$ cat config.mk
export PLATFORM = sky130hd
export DESIGN_NAME = motion_seq_flat
export DESIGN_NICKNAME = d
export VERILOG_FILES = /design/src/rtl/motion_pkg.sv /design/src/rtl/motion_if.sv /design/src/rtl/settle_tmr.sv /design/src/rtl/motion_seq.sv /design/src/flat_wrapper.sv
export SDC_FILE = /design/constraint.sdc
export NUM_CORES = 1
export LEC_CHECK = 0
export ABC_AREA = 0
export CAP_MARGIN = 20
export CORE_ASPECT_RATIO = 2
export CORE_MARGIN = 5
export CORE_UTILIZATION = 30
export CTS_BUF_LIST = sky130_fd_sc_hd__clkbuf_4
export CTS_CLUSTER_DIAMETER = 30
export DETAILED_ROUTE_END_ITERATION = 10
export SYNTH_ARGS = -nofsm -noshare
export SYNTH_HDL_FRONTEND = slang
export SYNTH_SLANG_ARGS = --single-unit
export TNS_END_PERCENT = 100
$ cat constraint.sdc
create_clock -name clk -period 2.01 [get_ports clk]
set_clock_uncertainty 0.1 [all_clocks]
set_input_delay 0.201 -clock clk [delete_from_list [all_inputs] [get_ports clk]]
set_output_delay 0.201 -clock clk [all_outputs]
set_load 0.05 [all_outputs]
$ cat src/rtl/motion_pkg.sv
// Shared definitions for the motion sequencer and its ALU.
// Latency: n/a (types, codes and a channel lookup only).
// Backpressure: n/a.
package motion_pkg;

    // ALU operand-select codes
    typedef enum logic [2:0] {
        SRC1_ACCUM  = 3'd0,
        SRC1_ITERM  = 3'd1,
        SRC1_ERROR0 = 3'd2,   // error, sign-extended
        SRC1_ERROR1 = 3'd3,   // error >>> 4, sign-extended
        SRC1_FWD    = 3'd4
    } src1_e;

    typedef enum logic [2:0] {
        SRC0_ADRES = 3'd0,
        SRC0_INTG  = 3'd1,
        SRC0_ICOM  = 3'd2,
        SRC0_PCOM  = 3'd3,
        SRC0_PTER  = 3'd4,
        SRC0_ZERO  = 3'd7     // spare code: operand forced to 0 (pass-through of src1)
    } src0_e;

    typedef enum logic [3:0] {
        IDLE, SETTLE, CONV, ACC, ERR, INTG, ICOMP, PCOMP, R1, R2, L1, L2, DONE
    } state_e;

    // A2D channel for pair index k; right sensor first, then left
    function automatic logic [2:0] chan_sel(input logic [1:0] k, input logic left);
        logic [2:0] ch;
        case (k)
            2'd0:    ch = left ? 3'd0 : 3'd1;
            2'd1:    ch = left ? 3'd2 : 3'd4;
            2'd2:    ch = left ? 3'd7 : 3'd3;
            default: ch = 3'd0;
        endcase
        return ch;
    endfunction

endpackage

$ cat src/rtl/motion_if.sv
// Sequencer <-> ALU / A2D bundle: operand selects, ALU controls, operand registers, result.
// Latency: wires only.
// Backpressure: none; A2D completion is a single-cycle strobe.
// master: sequencer side (drives controls and operand registers, reads dst and cnv_cmplt).
// slave : ALU side (reads controls, operands and A2D_res, drives dst).
interface motion_if;
    import motion_pkg::*;

    logic        strt_cnv;
    logic [2:0]  chnnl;
    logic        cnv_cmplt;
    logic [11:0] A2D_res;
    src1_e       src1sel;
    src0_e       src0sel;
    logic        mult2, mult4, sub, saturate, multiply;
    logic [15:0] accum, pcomp;
    logic [11:0] error, intgrl, icomp, fwd, iterm;
    logic [13:0] pterm;
    logic [15:0] dst;

    modport master (
        output strt_cnv, chnnl, src1sel, src0sel, mult2, mult4, sub, saturate, multiply,
               accum, pcomp, error, intgrl, icomp, fwd, iterm, pterm,
        input  cnv_cmplt, dst
    );

    modport slave (
        input  src1sel, src0sel, mult2, mult4, sub, saturate, multiply,
               accum, pcomp, error, intgrl, icomp, fwd, iterm, pterm, A2D_res,
        output dst
    );

endinterface

$ cat src/rtl/settle_tmr.sv
// 5-bit settle counter with clear/enable; tc high while count is 31 (wraps 31->0).
// Latency: tc asserted 31 enabled clocks after clear.
// Backpressure: none.
// Ports: clk, rst_n, clr, en in; tc out.
module settle_tmr (
    input  logic clk,
    input  logic rst_n,
    input  logic clr,
    input  logic en,
    output logic tc
);
    logic [4:0] cnt;

    always_ff @(posedge clk or negedge rst_n) begin
        if (!rst_n)
            cnt <= 5'd0;
        else if (clr)
            cnt <= 5'd0;
        else if (en)
            cnt <= cnt + 5'd1;
    end

    assign tc = &cnt;

endmodule

$ cat src/rtl/motion_seq.sv
// Motor-control sequencer: 3 sensor pairs -> error, integral, P/I terms, right/left commands.
// Latency: 6 x (32 settle + conversion + 1) clocks, then 9 clocks of ALU ops to done.
// Backpressure: waits indefinitely in CONV for cnv_cmplt; go is only sampled in IDLE.
// Ports: clk, rst_n, go in; done, lft, rht out; bus (motion_if.master) to ALU and A2D.
module motion_seq
    import motion_pkg::*;
#(
    parameter logic [11:0] ITERM   = 12'h500,
    parameter logic [13:0] PTERM   = 14'h3680,
    parameter logic [11:0] FWD_MAX = 12'h37F
) (
    input  logic        clk,
    input  logic        rst_n,
    input  logic        go,
    motion_if.master    bus,
    output logic        done,
    output logic [11:0] lft,
    output logic [11:0] rht
);
    state_e     state, nxt;
    logic [1:0] k;          // sensor pair index
    logic       left;       // 0: right sensor of the pair, 1: left
    logic       tc;

    assign bus.iterm = ITERM;
    assign bus.pterm = PTERM;

    // Counter held clear outside SETTLE so every entry starts from 0
    settle_tmr u_tmr (
        .clk   (clk),
        .rst_n (rst_n),
        .clr   (state != SETTLE),
        .en    (state == SETTLE),
        .tc    (tc)
    );

    // State register
    always_ff @(posedge clk or negedge rst_n) begin
        if (!rst_n)
            state <= IDLE;
        else
            state <= nxt;
    end

    // Next-state logic
    always_comb begin
        nxt = state;
        case (state)
            IDLE:    if (go) nxt = SETTLE;
            SETTLE:  if (tc) nxt = CONV;
            CONV:    if (bus.cnv_cmplt) nxt = ACC;
            ACC:     nxt = (left && (k == 2'd2)) ? ERR : SETTLE;
            ERR:     nxt = INTG;
            INTG:    nxt = ICOMP;
            ICOMP:   nxt = PCOMP;
            PCOMP:   nxt = R1;
            R1:      nxt = R2;
            R2:      nxt = L1;
            L1:      nxt = L2;
            L2:      nxt = DONE;
            DONE:    nxt = IDLE;
            default: nxt = IDLE;
        endcase
    end

    // Moore outputs
    always_comb begin
        bus.src1sel  = SRC1_ACCUM;
        bus.src0sel  = SRC0_ADRES;
        bus.mult2    = 1'b0;
        bus.mult4    = 1'b0;
        bus.sub      = 1'b0;
        bus.saturate = 1'b0;
        bus.multiply = 1'b0;
        bus.chnnl    = 3'd0;
        done         = 1'b0;
        case (state)
            SETTLE, CONV: bus.chnnl = chan_sel(k, left);
            ACC: begin
                bus.mult2 = (k == 2'd1);
                bus.mult4 = (k == 2'd2);
                bus.sub   = left;
            end
            ERR: begin
                bus.src0sel  = SRC0_ZERO;
                bus.saturate = 1'b1;
            end
            INTG: begin
                bus.src1sel  = SRC1_ERROR1;
                bus.src0sel  = SRC0_INTG;
                bus.saturate = 1'b1;
            end
            ICOMP: begin
                bus.src1sel  = SRC1_ITERM;
                bus.src0sel  = SRC0_INTG;
                bus.multiply = 1'b1;
            end
            PCOMP: begin
                bus.src1sel  = SRC1_ERROR0;
                bus.src0sel  = SRC0_PTER;
                bus.multiply = 1'b1;
            end
            R1: begin
                bus.src1sel = SRC1_FWD;
                bus.src0sel = SRC0_PCOM;
                bus.sub     = 1'b1;
            end
            R2: begin
                bus.src0sel  = SRC0_ICOM;
                bus.sub      = 1'b1;
                bus.saturate = 1'b1;
            end
            L1: begin
                bus.src1sel = SRC1_FWD;
                bus.src0sel = SRC0_PCOM;
            end
            L2: begin
                bus.src0sel  = SRC0_ICOM;
                bus.saturate = 1'b1;
            end
            DONE:    done = 1'b1;
            default: ;
        endcase
    end

    // Operand registers: each captures dst on the edge that ends its state
    always_ff @(posedge clk or negedge rst_n) begin
        if (!rst_n) begin
            bus.accum    <= 16'd0;
            bus.pcomp    <= 16'd0;
            bus.error    <= 12'd0;
            bus.intgrl   <= 12'd0;
            bus.icomp    <= 12'd0;
            bus.fwd      <= 12'd0;
            bus.strt_cnv <= 1'b0;
            lft          <= 12'd0;
            rht          <= 12'd0;
            k            <= 2'd0;
            left         <= 1'b0;
        end else begin
            // Registered so the pulse lands in the first CONV cycle
            bus.strt_cnv <= (state == SETTLE) && tc;
            case (state)
                IDLE: if (go) begin
                    bus.accum <= 16'd0;
                    k         <= 2'd0;
                    left      <= 1'b0;
                end
                ACC: begin
                    bus.accum <= bus.dst;
                    left      <= ~left;
                    if (left) k <= k + 2'd1;
                end
                ERR:    bus.error  <= bus.dst[11:0];
                INTG:   bus.intgrl <= bus.dst[11:0];
                ICOMP:  bus.icomp  <= bus.dst[11:0];
                PCOMP:  bus.pcomp  <= bus.dst;
                R1, L1: bus.accum  <= bus.dst;
                R2:     rht        <= bus.dst[11:0];
                L2:     lft        <= bus.dst[11:0];
                DONE:   if (bus.fwd < FWD_MAX) bus.fwd <= bus.fwd + 12'd1;
                default: ;
            endcase
        end
    end

endmodule

$ cat src/flat_wrapper.sv
// flat-port wrapper written by rule: the top's interface ports become plain ports
module motion_seq_flat import motion_pkg::*;
#(
    parameter logic [11:0] ITERM   = 12'h500,
    parameter logic [13:0] PTERM   = 14'h3680,
    parameter logic [11:0] FWD_MAX = 12'h37F
)
  (clk, rst_n, go, done, lft, rht, bus_strt_cnv, bus_chnnl, bus_src1sel, bus_src0sel, bus_mult2, bus_mult4, bus_sub, bus_saturate, bus_multiply, bus_accum, bus_pcomp, bus_error, bus_intgrl, bus_icomp, bus_fwd, bus_iterm, bus_pterm, bus_cnv_cmplt, bus_dst);
  motion_if bus_i ();
  input  logic clk;
  input  logic rst_n;
  input  logic go;
  output logic done;
  output logic [11:0] lft;
  output logic [11:0] rht;
  output wire logic [$bits(bus_i.strt_cnv)-1:0] bus_strt_cnv;
  output wire logic [$bits(bus_i.chnnl)-1:0] bus_chnnl;
  output wire logic [$bits(bus_i.src1sel)-1:0] bus_src1sel;
  output wire logic [$bits(bus_i.src0sel)-1:0] bus_src0sel;
  output wire logic [$bits(bus_i.mult2)-1:0] bus_mult2;
  output wire logic [$bits(bus_i.mult4)-1:0] bus_mult4;
  output wire logic [$bits(bus_i.sub)-1:0] bus_sub;
  output wire logic [$bits(bus_i.saturate)-1:0] bus_saturate;
  output wire logic [$bits(bus_i.multiply)-1:0] bus_multiply;
  output wire logic [$bits(bus_i.accum)-1:0] bus_accum;
  output wire logic [$bits(bus_i.pcomp)-1:0] bus_pcomp;
  output wire logic [$bits(bus_i.error)-1:0] bus_error;
  output wire logic [$bits(bus_i.intgrl)-1:0] bus_intgrl;
  output wire logic [$bits(bus_i.icomp)-1:0] bus_icomp;
  output wire logic [$bits(bus_i.fwd)-1:0] bus_fwd;
  output wire logic [$bits(bus_i.iterm)-1:0] bus_iterm;
  output wire logic [$bits(bus_i.pterm)-1:0] bus_pterm;
  input wire logic [$bits(bus_i.cnv_cmplt)-1:0] bus_cnv_cmplt;
  input wire logic [$bits(bus_i.dst)-1:0] bus_dst;
  assign bus_strt_cnv = bus_i.strt_cnv;
  assign bus_chnnl = bus_i.chnnl;
  assign bus_src1sel = bus_i.src1sel;
  assign bus_src0sel = bus_i.src0sel;
  assign bus_mult2 = bus_i.mult2;
  assign bus_mult4 = bus_i.mult4;
  assign bus_sub = bus_i.sub;
  assign bus_saturate = bus_i.saturate;
  assign bus_multiply = bus_i.multiply;
  assign bus_accum = bus_i.accum;
  assign bus_pcomp = bus_i.pcomp;
  assign bus_error = bus_i.error;
  assign bus_intgrl = bus_i.intgrl;
  assign bus_icomp = bus_i.icomp;
  assign bus_fwd = bus_i.fwd;
  assign bus_iterm = bus_i.iterm;
  assign bus_pterm = bus_i.pterm;
  assign bus_i.cnv_cmplt = bus_cnv_cmplt;
  assign bus_i.dst = bus_dst;
  motion_seq #(.ITERM(ITERM), .PTERM(PTERM), .FWD_MAX(FWD_MAX)) u_core (.clk(clk), .rst_n(rst_n), .go(go), .bus(bus_i), .done(done), .lft(lft), .rht(rht));
endmodule
* Yosys cells after proc, flatten, opt, wreduce, memory -nomap -nowiden
Index checks and enable logic that the tools add are counted.
** Storage, ports and cells
- Register bits :: 117
- Latch bits :: 0
- Memory bits (writable) :: 0
- Memory bits (read-only) :: 0
- Input bits :: 20
- Output and inout bits :: 146
- Logic and storage cells :: 85
- Memories :: 0
** Operators by class
- Add/sub/neg operators :: 3
- $mul :: 0
- Div/mod/pow operators :: 0
- Magnitude comparators :: 1
- Equality and inequality tests :: 19
- Shift-type cells :: 0
- Mux-type cells :: 27
- Bitwise logic cells :: 1
- Reduce and logical (&&, ||, !) cells :: 21
** Operators by type and width (number)
- $pmux 4 s12 :: 1
- $pmux 16 s2 :: 1
- $eq 4x4->1 const B :: 5
- $eq 4x3->1 const B :: 4
- $mux 16 :: 1
- $pmux 3 s5 :: 1
- $add 12x1->12 const B :: 1
- $lt 12x10->1 const B :: 1
- $mux 3 :: 4
- $mux 4 :: 3
- $pmux 3 s4 :: 1
- $reduce_or 2->1 :: 6
- $mux 5 :: 2
- $pmux 3 s3 :: 1
- $eq 4x2->1 const B :: 2
- $mux 1 :: 7
- $reduce_and 2->1 :: 3
- $reduce_and 3->1 :: 2
- $reduce_bool 2->1 :: 3
- $add 5x1->5 const B :: 1
- $reduce_and 5->1 :: 1
- $eq 4x1->1 const B :: 1
- $logic_not 4->1 :: 1
- $mux 2 :: 2
- other kinds (13) :: 17

* Longest topological paths before layout
- Word-level depth :: 4
- Depth in mapped cells :: 6
- Gate-level depth less buffers :: 6

* By module
From an unflattened synthesis, not the netlist that was laid out.
** Second synthesis, totals
- Cells, all modules :: 389
- Area, all modules :: 5118.7 µm²
** By module, submodules not included
- motion_seq :: instances 1, cells each 367, area an instance 4842.1 µm², seq. area each 2802.7 µm²
- settle_tmr :: instances 1, cells each 22, area an instance 276.5 µm², seq. area each 125.1 µm²

* Worst setup path after synthesis
Ideal clock, no wire load.
- Kind :: reg-to-reg
- Start point :: register u_core.bus.fwd[0] (netlist name)
- End point :: register u_core.bus.fwd[1] (netlist name)
- Library setup time :: 125 ps
- Arrival :: 1912 ps
- Data required time :: 1785 ps
- Path slack :: -127 ps
- Stages on the path, launching flop included :: 6
- Buffers on the path :: 0
- Period minus slack after synthesis :: 2137 ps
- Path through :: dfrtp_1 -> ha_1 -> nand4_1 -> o21ai_0 -> nor2_1 -> mux2_2
** On the way
- Cells in the longest elaborated chain, start to end :: 2
- Elaborated cells between the ends (all ways) :: 3
- Classes of those cells :: add/sub: 1; order compare: 1; reduce/logical: 1
** RTL lines
- start, declared :: RTL line motion_if.sv:23 : accum, pcomp, error, intgrl, icomp, fwd, iterm, pterm,
- start signal, assigned :: RTL line motion_seq.sv:161 : DONE: if (bus.fwd < FWD_MAX) bus.fwd <= bus.fwd + 12'd1;
- $lt 12x10->1 :: RTL line motion_seq.sv:161
- $reduce_and 2->1 (no line)
Several ways; a longest one is shown, not always the timed one.
A chain may end at the register's enable or synchronous reset.

* Final worst setup path
- Start point :: register u_core.state[0]
- End point :: output bus_chnnl[2]
** On the way
- Cells in the longest elaborated chain, start to end :: 3
- Elaborated cells between the ends (all ways) :: 4
- Classes of those cells :: eq/ne: 2; mux: 1; reduce/logical: 1
** RTL lines
- start, declared :: RTL line motion_seq.sv:20 : state_e state, nxt;
- start signal, assigned :: RTL line motion_seq.sv:42 : state <= nxt;
- $eq 4x1->1 or $eq 4x2->1 (tied branches) :: RTL line motion_seq.sv:77 : case (state)
- $reduce_or 2->1 (*) :: RTL line motion_seq.sv:77
- $mux 3 (*) :: RTL line motion_seq.sv:77
- end, declared :: RTL line flat_wrapper.sv:17 : output wire logic [$bits(bus_i.chnnl)-1:0] bus_chnnl;
Every way passes the cells marked *; elsewhere a longest branch is shown, timed or not.

==> results_dict.tcl <==
set metrics [dict create \
    start_util 0.302 \
    finalMaxSlewViolations 0 \
    synth_top_area_share 0.584 \
    numClockSinks 117 \
    netlist_area_mm2 0.00502 \
    io_buffers 139 \
    dp.cells 718 \
    multi_input_area_mm2 0.00206 \
    synth-seq-cells 117 \
    clock_path_buffers 2 \
    setup_ws_ns -0.0565 \
    cap_violations 0 \
    post_synth.cell_area_avg_um2 13.3 \
    area.sequential_mm2 0.00294 \
    num_vias 3586 \
    cts_root_buf "clkbuf_4" \
    p_per_area_mw_per_mm2 1660 \
    p_int_w 0.00661 \
    fin_setup_tns_ns -0.274 \
    hpwl_um 9580 \
    wl_per_cell_um 18.0 \
    grt.overflow.total 0 \
    fin_cells 778 \
    comb_power_share 0.548 \
    path_clk_slew_ns 0.12 \
    drc 0 \
    whs_ns 0.0968 \
    tightestPinTransition_ns 0.628 \
    postPlaceCellArea_mm2 0.00679 \
    fp.dieW_um 101 \
    violations "negative setup slack" \
    post-place-ws_ns 0.0948 \
    synth-seq-area-share 0.584 \
    finalWirelength_um 14000 \
    finalWeightedCongestion 0.812 \
    synthArstFlopShare 1.00 \
    cts_tree "done" \
    dieArea_mm2 0.0196 \
    critPathArrivalTime_ns 1.77 \
    final_area_mm2 0.00745 \
    yosysWarnings 0 \
    rows 67 \
    ant_nets 0 \
    clk_latency_ns 0.51 \
    hold_class "in2async" \
    drive_above_1_share 0.365 \
    synth_cell_types 47 \
    path_class "reg2out" \
    layout_commonest_cell "dfrtp_1" \
    syn_inst 376 \
    timing.final.crit_share 1.03 \
    cts-buffers-inserted 17 \
    slew_headroom 0.581 \
    peakVddDrop_mv 1.06 \
    nets 583 \
    grtUsageTotal 0.147 \
    crit_path_max_fanout 6 \
    antenna_found_initial 1 \
    crit_required_ns 1.71 \
    firstDrtPassIters 6 \
    nFillCells 1576 \
    report.final.hold_viol_count 0 \
    status "finished with violations" \
    finalSetupViolCount 7 \
    rsz0062_at_grt "yes" \
    start_kind "flop" \
    grt_max_degree 54 \
    grt_first_pass_wirelength_um 21700 \
    mostFrequentLayoutCells "dfrtp_1, dlygate4sd2_1, mux2_2, buf_4, conb_1" \
    ys.flop_type "dfrtp_1" \
    max_freq_mhz 484 \
    via_per_inst 4.61 \
    core_mm2 0.0166 \
    synth-edff-count 0 \
    period_needed_ns 2.07 \
    pin_count 166 \
    swShare 0.466 \
    drt_first_iter_violations 84 \
    power_leakage_nw 3.77 \
    synthTopCellsByArea "dfrtp_1, mux2_2, buf_4, a22o_1, ha_1" \
    first_global_vias 3740 \
    seqPwrFrac 0.282 \
    post-synth-top-area-cell "dfrtp_1" \
    cp-end-kind "output port" \
    clkPwrFrac 0.170 \
    cts_max_level 4 \
    area_delta_synth_final_pct 48.5 \
    die_h_um 193 \
    p_sw_w 0.00576 \
]
## per-stage QoR
| step | utilization | power [W] |
|---|---|---|
| after floorplan | - | 0.00765 |
| after global placement | 0.409 | 0.00998 |
| after detailed placement | 0.409 | 0.0100 |
| after CTS | 0.438 | 0.0122 |
| after global routing | 0.449 | 0.0130 |
| final | 0.449 | 0.0124 |
## flip-flops by register name (all words and copies together) (netlist names)
name	flops
u_core.k	2
u_core.bus.strt_cnv	1
u_core.bus.fwd	12
u_core.bus.intgrl	12
u_core.bus.accum	16
u_core.bus.pcomp	16
u_core.u_tmr.cnt	5
u_core.bus.icomp	12
u_core.rht	12
u_core.bus.error	12
u_core.state	4
u_core.lft	12
u_core.left	1
## logic make-up (layout without fill, tap and decap cells)
| group | after synthesis | count (layout) | synth area share |
|---|---|---|---|
| DFF | 117 | 117 | 0.584 |
| AOI/OAI and AO/OA | 41 | 41 | 0.0628 |
| xor gates and xnor gates | 9 | 9 | 0.0157 |
| and+or+nand+nor | 76 | 76 | 0.0873 |
| buffers and inverters | 47 | 217 | 0.0591 |
| adders and majority gates | 6 | 6 | 0.0150 |
| muxes | 78 | 78 | 0.175 |
| other | 2 | 27 | 0.00150 |
## synthesized netlist by cell type, types with 2 or more instances
cell type / count
dfrtp_1: 117
inv_1: 4
xor2_1: 6
clkbuf_1: 3
nand2_1: 13
conb_1: 2
and3_1: 5
o21ai_0: 6
a22o_1: 16
nor2_1: 15
and2_1: 7
nor4b_2: 2
buf_2: 11
mux2_2: 78
nand3_1: 6
o21a_1: 2
nand2b_1: 4
nand4_1: 7
and4_1: 2
or2_1: 2
xnor2_1: 3
buf_4: 28
a21oi_1: 5
ha_1: 6
nor2b_1: 3
a21o_1: 2
## timing repair
item | 4_1_cts | 5_1_grt
buffers inserted | 12 | 16
gates resized for setup | 141 | 24
endpoints found under the hold margin | 117 | 0
hold buffers | 1 | 0
pin swaps | 5 | 10
setup endpoints to repair | 118 | 18
## power groups by stage
stage / clock network, W / logic, W / registers [W]
after global routing: 0.00228 / 0.00711 / 0.00360
final: 0.00211 / 0.00678 / 0.00349
after global placement: 0 / 0.00643 / 0.00355
after floorplan: 0 / 0.00203 / 0.00562
after detailed placement: 0 / 0.00647 / 0.00357
after CTS: 0.00218 / 0.00649 / 0.00349
## worst paths after layout
path | cells past startpoint | slack [ns] | start | to
max | 5 | -0.06 | u_core.state[0] | bus_chnnl[2]
min | 2 | 0.1 | rst_n | u_core.bus.pcomp[0]
max reg2reg | 7 | 0.06 | u_core.state[2] | u_core.bus.pcomp[13]
min reg2reg | 0 | 0.31 | u_core.bus.fwd[10] | u_core.bus.fwd[10]
max in group asynchronous | 3 | 1.06 | rst_n | u_core.bus.icomp[8]
min in group clk | 2 | 0.24 | bus_dst[13] | u_core.bus.accum[13]
## worst max-delay path: stages (launching register included)
cell	delay [ns]
dfrtp_2	0.49
buf_6	0.15
xor2_4	0.21
nand2_4	0.11
a21oi_4	0.15
buf_12	0.15
## metal layers
metal,share of wire,GRT usage,vias to the layer above
met5,0,0,-
met4,0.015,0.0492,0
met3,0.10,0.0716,11
met2,0.47,0.220,160
met1,0.41,0.184,1765
li1,-,-,1650
## area by class of cell
class,instances,area share
Antenna cell,1,0.000336
Clock buffer,18,0.0181
Clock inverter,14,0.0304
Inverter,4,0.00201
Multi-Input combinational cell,236,0.277
Sequential cell,117,0.394
Tap cell,207,0.0348
Timing Repair Buffer,181,0.244
Note: power is estimated with default switching activity, not from simulation.
